$ cat src/rtl/stash_sequencer.sv
// stash_sequencer: mode controller in front of the Stash sample buffer (RECORD/BROWSE/AUTO).
// Define STASH_SEQ_DROP_CNT_EN to build the refused-sample counter; otherwise drop_cnt is tied to 0.
module stash_sequencer #(
  parameter int DEPTH       = 5,
  parameter int DATA_W      = 8,
  parameter int AUTO_PERIOD = 50000000,
  parameter int CNT_W       = 8
) (
  input  logic                       clk,
  input  logic                       reset,
  input  logic [DATA_W-1:0]          src_data,
  input  logic                       src_valid,
  input  logic                       btn_mode,
  input  logic                       btn_next,
  output logic [DATA_W-1:0]          stash_sample_in,
  output logic                       stash_sample_in_valid,
  output logic                       stash_next_sample,
  output logic [1:0]                 mode,
  output logic [$clog2(DEPTH+1)-1:0] fill,
  output logic [CNT_W-1:0]           drop_cnt
);

  localparam int FILL_W  = $clog2(DEPTH + 1);
  localparam int TIMER_W = $clog2(AUTO_PERIOD);
  localparam logic [TIMER_W-1:0] TIMER_MAX = TIMER_W'(AUTO_PERIOD - 1);
  localparam logic [FILL_W-1:0]  FILL_MAX  = FILL_W'(DEPTH);

  typedef enum logic [1:0] {
    RECORD = 2'b00,
    BROWSE = 2'b01,
    AUTO   = 2'b10
  } mode_e;

  mode_e               state, state_nx;
  logic                btn_mode_q, btn_next_q;
  logic                mode_edge, next_edge;
  logic [TIMER_W-1:0]  timer, timer_nx;
  logic                wr_nx, next_nx;
  logic [DATA_W-1:0]   data_nx;
  logic [FILL_W-1:0]   fill_nx;

  // Strobes have no ready: Stash must accept a sample_in_valid or next_sample pulse in the cycle it is high.
  assign mode_edge = btn_mode & ~btn_mode_q;
  assign next_edge = btn_next & ~btn_next_q;
  assign mode      = state;

  always_ff @(posedge clk or negedge reset) begin
    if (!reset) begin
      state                 <= RECORD;
      btn_mode_q            <= 1'b0;
      btn_next_q            <= 1'b0;
      timer                 <= '0;
      stash_sample_in_valid <= 1'b0;
      stash_next_sample     <= 1'b0;
      stash_sample_in       <= '0;
      fill                  <= '0;
    end else begin
      state                 <= state_nx;
      btn_mode_q            <= btn_mode;
      btn_next_q            <= btn_next;
      timer                 <= timer_nx;
      stash_sample_in_valid <= wr_nx;
      stash_next_sample     <= next_nx;
      stash_sample_in       <= data_nx;
      fill                  <= fill_nx;
    end
  end

  // All decisions use the pre-transition mode; a mode edge suppresses any next request.
  always_comb begin
    state_nx = state;
    timer_nx = '0;
    wr_nx    = 1'b0;
    next_nx  = 1'b0;
    data_nx  = stash_sample_in;
    fill_nx  = fill;
    case (state)
      RECORD: begin
        if (src_valid) begin
          wr_nx   = 1'b1;
          data_nx = src_data;
          if (fill != FILL_MAX) fill_nx = fill + 1'b1;
        end
        if (mode_edge) state_nx = BROWSE;
      end
      BROWSE: begin
        if (next_edge && !mode_edge && (fill != '0)) next_nx = 1'b1;
        if (mode_edge) state_nx = AUTO;
      end
      AUTO: begin
        if (mode_edge) begin
          state_nx = RECORD;
        end else if (timer == TIMER_MAX) begin
          timer_nx = '0;
          next_nx  = (fill != '0);
        end else begin
          timer_nx = timer + 1'b1;
        end
      end
      default: state_nx = RECORD;
    endcase
  end

`ifdef STASH_SEQ_DROP_CNT_EN
  logic refuse;
  assign refuse = src_valid & (state != RECORD);

  always_ff @(posedge clk or negedge reset) begin
    if (!reset) begin
      drop_cnt <= '0;
    end else if (refuse && (drop_cnt != {CNT_W{1'b1}})) begin
      drop_cnt <= drop_cnt + 1'b1;
    end
  end
`else
  assign drop_cnt = '0;
`endif

endmodule

$ cat config.mk
export PLATFORM = sky130hd
export DESIGN_NAME = stash_sequencer
export DESIGN_NICKNAME = d
export VERILOG_FILES = /design/src/rtl/stash_sequencer.sv
export SDC_FILE = /design/constraint.sdc
export NUM_CORES = 1
export LEC_CHECK = 0
export CORE_AREA = 2 2 67 69
export DETAILED_ROUTE_END_ITERATION = 10
export DIE_AREA = 0 0 69 71
export PLACE_DENSITY = 0.78
export RECOVER_POWER = 25
export SLEW_MARGIN = 20
export SYNTH_ARGS = -nofsm -noshare
export SYNTH_HDL_FRONTEND = slang
export SYNTH_SLANG_ARGS = --single-unit
$ cat constraint.sdc
create_clock -name clk -period 1.9 [get_ports clk]
set_input_delay 0.285 -clock clk [delete_from_list [all_inputs] [get_ports clk]]
set_output_delay 0.285 -clock clk [all_outputs]
set_load 0.05 [all_outputs]
Yosys cells after proc, flatten, opt, wreduce, memory -nomap -nowiden
Cells that the tools add are included.
- muxes and demuxes: 13
- eq/ne operators: 7
- add/subtract/negate cells: 2
- bitwise gates (word level): 4
- reduce and logical (&&, ||, !) cells: 8
- operators by type and width (operator ; count):
    $mux 26 ; 3
    $add 26x1->26 const B ; 1
    $eq 26x26->1 const B ; 1
    $mux 2 ; 3
    $ne 2x2->1 const B ; 3
    $pmux 2 s3 ; 1
    $reduce_and 3->1 ; 2
    $mux 1 ; 5
    $add 3x1->3 const B ; 1
    $ne 3x3->1 const B ; 1
    $reduce_bool 3->1 ; 1
    $and 1x1->1 ; 2
    $eq 2x1->1 const B ; 1
    $eq 2x2->1 const B ; 1
    $logic_and 1x1->1 ; 2
    $logic_not 2->1 ; 1
    $not 1->1 ; 2
    $pmux 1 s2 ; 1
    $reduce_and 2->1 ; 1
    $logic_not 1->1 ; 1
- word-level logic and storage cells: 42
- flip-flop bits (word level): 43
- output and inout port bits: 23

Depth between registers and ports, before layout
- depth in word-level cells: 7
- depth in mapped cells: 7

Worst setup path before layout
Ideal clock, no wire load.
- path kind: register to register
- start: reg state[0] (netlist: mode[0])
- end: reg stash_sample_in[0]
- period minus slack after synthesis: 1.757 ns
- path buffers: 0
- required time: 1.775 ns
- arrival time: 1.632 ns
- slack: 0.143 ns
- cell stages (with the launch flop): 5
- cells stage by stage: dfrtp_1 > inv_1 > ha_1 > nand2_1 > mux2_2
- longest elaborated chain between the ends: 2
- RTL lines (element ; line ; RTL):
    start, declared ; 34 ; mode_e state, state_nx;
    start signal, assigned ; 58 ; state <= state_nx;
    $logic_not 2->1 ; 77 ; case (state)
    $reduce_and 2->1 (no line) ; -- ;
    end signal, assigned ; 64 ; stash_sample_in <= data_nx;
    end, declared ; 15 ; output logic [DATA_W-1:0] stash_sample_in,
Every way passes these cells.
A chain may end at the register's enable or synchronous reset.

Worst setup path in the final report
- start: reg fill[2]
- end: out fill[2]
- RTL lines (element ; line ; RTL):
    start, declared ; 19 ; output logic [$clog2(DEPTH+1)-1:0] fill,
    start signal, assigned ; 65 ; fill <= fill_nx;
No word-level cell between the ends.

==> qor.yml <==
outcome: "completed"
fin_util_pct: 60.7
hpwl_mm: 2.71
ioPinCount: 36
synth_compound_area_share_pct: 9.04
synth_top_area_share_pct: 49.8
ys_warn_count: 0
clock-sinks: 43
core_area_um2: 4200
synth.distinct_cells: 37
end_kind: "output pin"
ys_seq_area_share_pct: 49.8
synthToLayoutAreaGrowth_pct: 18.2
cts_tree: "yes"
finalHoldViolCount: 0
setup_violations: 0
drt_iter0_drc: 102
fmax_ghz: 0.546
syn_area_per_cell_um2: 10.4
slew_headroom_pct: 31.5
cts_resized: 0
crit_fanout: 5
async_flop_share_pct: 100
drv_slew: 0
hp-class: "primary input to asynchronous set/reset pin"
fp.dieW_um: 69
initial_core_util_pct: 51.4
worstPathRequired_ns: 1.62
crit_cells: 1
drc: 0
synth_edf_count: 0
grt_pass1_vias: 1494
cp.arrival_ns: 1.55
root_buffer: "clkbuf_8"
path_class: "flop to output pin"
ctsHoldBuffers: 0
syn-instance-count: 208
start_kind: "flop"
grt_use_total_pct: 16.9
cts_setup_buffers: 0
p_leak_nw: 1.05
overflow: 0
cts_buffers: 5
synth_xor_area_share_pct: 5.27
reg2reg_depth: 5
htree_levels: 2
vdd_drop_max_uv: 1300
clkSlewWorstSetupHoldPaths_ns: 0.08
syn-cell-area_um2: 2160
synth-seq-cells: 43
dieArea_um2: 4900
drt-total-wl_mm: 3.84
drive_above_1_share_pct: 11.7
ant_nets: 0
cp_cell_sequence: "clkdlybuf4s50_1"
synthAdderAreaFrac_pct: 4.63
max_stage_delay_ns: 0.83
synthTopCellsByArea: "dfrtp_1 50%, ha_1 4.6%, mux2_2 4.2%, a21oi_1 3.7%, xnor2_1 2.8%"
clk_latency_ns: 0.29
worst_pin_slew_ns: 1.03
via_per_inst: 5.32
antenna_found_initial: 0
layout.nets: 260
crit_family: "buffers and inverters"
numPortBuffers: 27
gp_congestion: 0.810
powerDensity_nw_per_um2: 1200
die_h_um: 71
cp_slowest_cell: "clkdlybuf4s50_1"
antenna_cells: 0
num_rows: 24
yosys.cell_count.top_type: "dfrtp_1"
setup-tns-final_ns: 0
firstDrtPassIters: 4
grt_pass1_wl_mm: 6.76
finClkSkew_ns: 0.00358
synth_mux_area_share_pct: 4.17
synth_ff_type: "dfrtp_1"
fin_crit_sh_pct: 96.5
ctsLongestPathBuffers: 2
synth_top_family_by_area: "simple AND/OR/NAND/NOR gates"
ys_top_cells_by_count: "43 x dfrtp_1, 16 x a21oi_1, 16 x nor2_1"
grt_max_degree: 44
yosys.area.top_type: "dfrtp_1"
max_cap_viol_count: 0
synth-simple-area-share_pct: 20.6
rsz0062_at_grt: "false"
wl_per_cell_um: 13.2
min_period_ns: 1.83
path_buf_inv: 1
vias: 1552
[final timing paths]
check | endpoint | slack, ns | startpoint
worst max-delay path | fill[2] | 0.07 | fill[2]$_DFFE_PN0P_
worst min-delay path | timer[22]$_DFF_PN0_ | 0.25 | reset
worst max register to register | timer[25]$_DFF_PN0_ | 0.11 | timer[7]$_DFF_PN0_
worst min register to register | timer[0]$_DFF_PN0_ | 0.49 | timer[0]$_DFF_PN0_
max in group asynchronous | stash_sample_in[7]$_DFFE_PN0P_ | 1.03 | reset
min in group clk | btn_mode_q$_DFF_PN0_ | 0.46 | btn_mode
[area by class of cell]
type	instances	area, um2
clock inverter	2	12.5
inverter	9	33.8
fill	351	1650
sequential	43	1080
timing repair buffer	32	313
multi-input combinational	148	980
tap	52	65.1
clock buffer	6	72.6
[routing by layer]
layer / track usage (%) / share of wire, % / vias up
met2: 27.5 / 48 / 31
met4: 3.27 / 0.44 / 0
li1: - / - / 786
met5: 0 / 0 / -
met1: 22.7 / 47 / 733
met3: 5.56 / 4.8 / 2
[report_power, final]
group,internal [mW],switching (mW)
clock network,0.257,0.294
registers,1.07,0.105
logic,0.483,0.866
[metrics by stage]
stage / setup slack (ns) / power, mW / hold WS (ns) / cell area, um2 / std cells
global placement: 0.138 / 2.53 / 0.392 / 2460 / 284
floorplan: 0.143 / 2.11 / -0.0106 / 2190 / 215
CTS: 0.0493 / 3.12 / 0.0755 / 2550 / 292
global route: 0.0104 / 3.25 / 0.358 / 2550 / 292
finish: 0.0672 / 3.08 / 0.249 / 2550 / 292
detailed placement: 0.0569 / 2.55 / 0.391 / 2460 / 284
[sequential cells by signal, indices dropped and copies added, names as in the netlist]
signal	flops
mode	2
btn_mode_q	1
stash_next_sample	1
fill	3
timer	26
btn_next_q	1
stash_sample_in	8
stash_sample_in_valid	1
[logic make-up after synthesis]
logic type / Yosys count
flops: 43
other cells: 1
mux: 8
fa+ha+maj: 8
compound gates: 34
xor+xnor: 13
buf+inv: 24
simple gates: 77
[placed cells by master, fill, tap and decap left out, types with 2 or more instances in the layout]
cell	netlist	routed
a21oi_1	16	16
and3_1	4	3
and4_1	3	3
buf_4	8	3
clkbuf_8	0	5
clkdlybuf4s50_1	0	25
conb_1	1	8
dfrtp_1	43	43
ha_1	8	8
inv_1	9	9
mux2_2	8	8
nand2_1	10	10
nand2b_1	2	2
nand3_1	11	11
nand4_1	8	8
nor2_1	16	16
nor3_1	2	2
nor4b_1	2	2
o21ai_0	8	8
o31ai_1	7	7
or3_1	3	3
or4_1	7	7
xnor2_1	7	7
xor2_1	6	6
(Power assumes the default switching activity.)
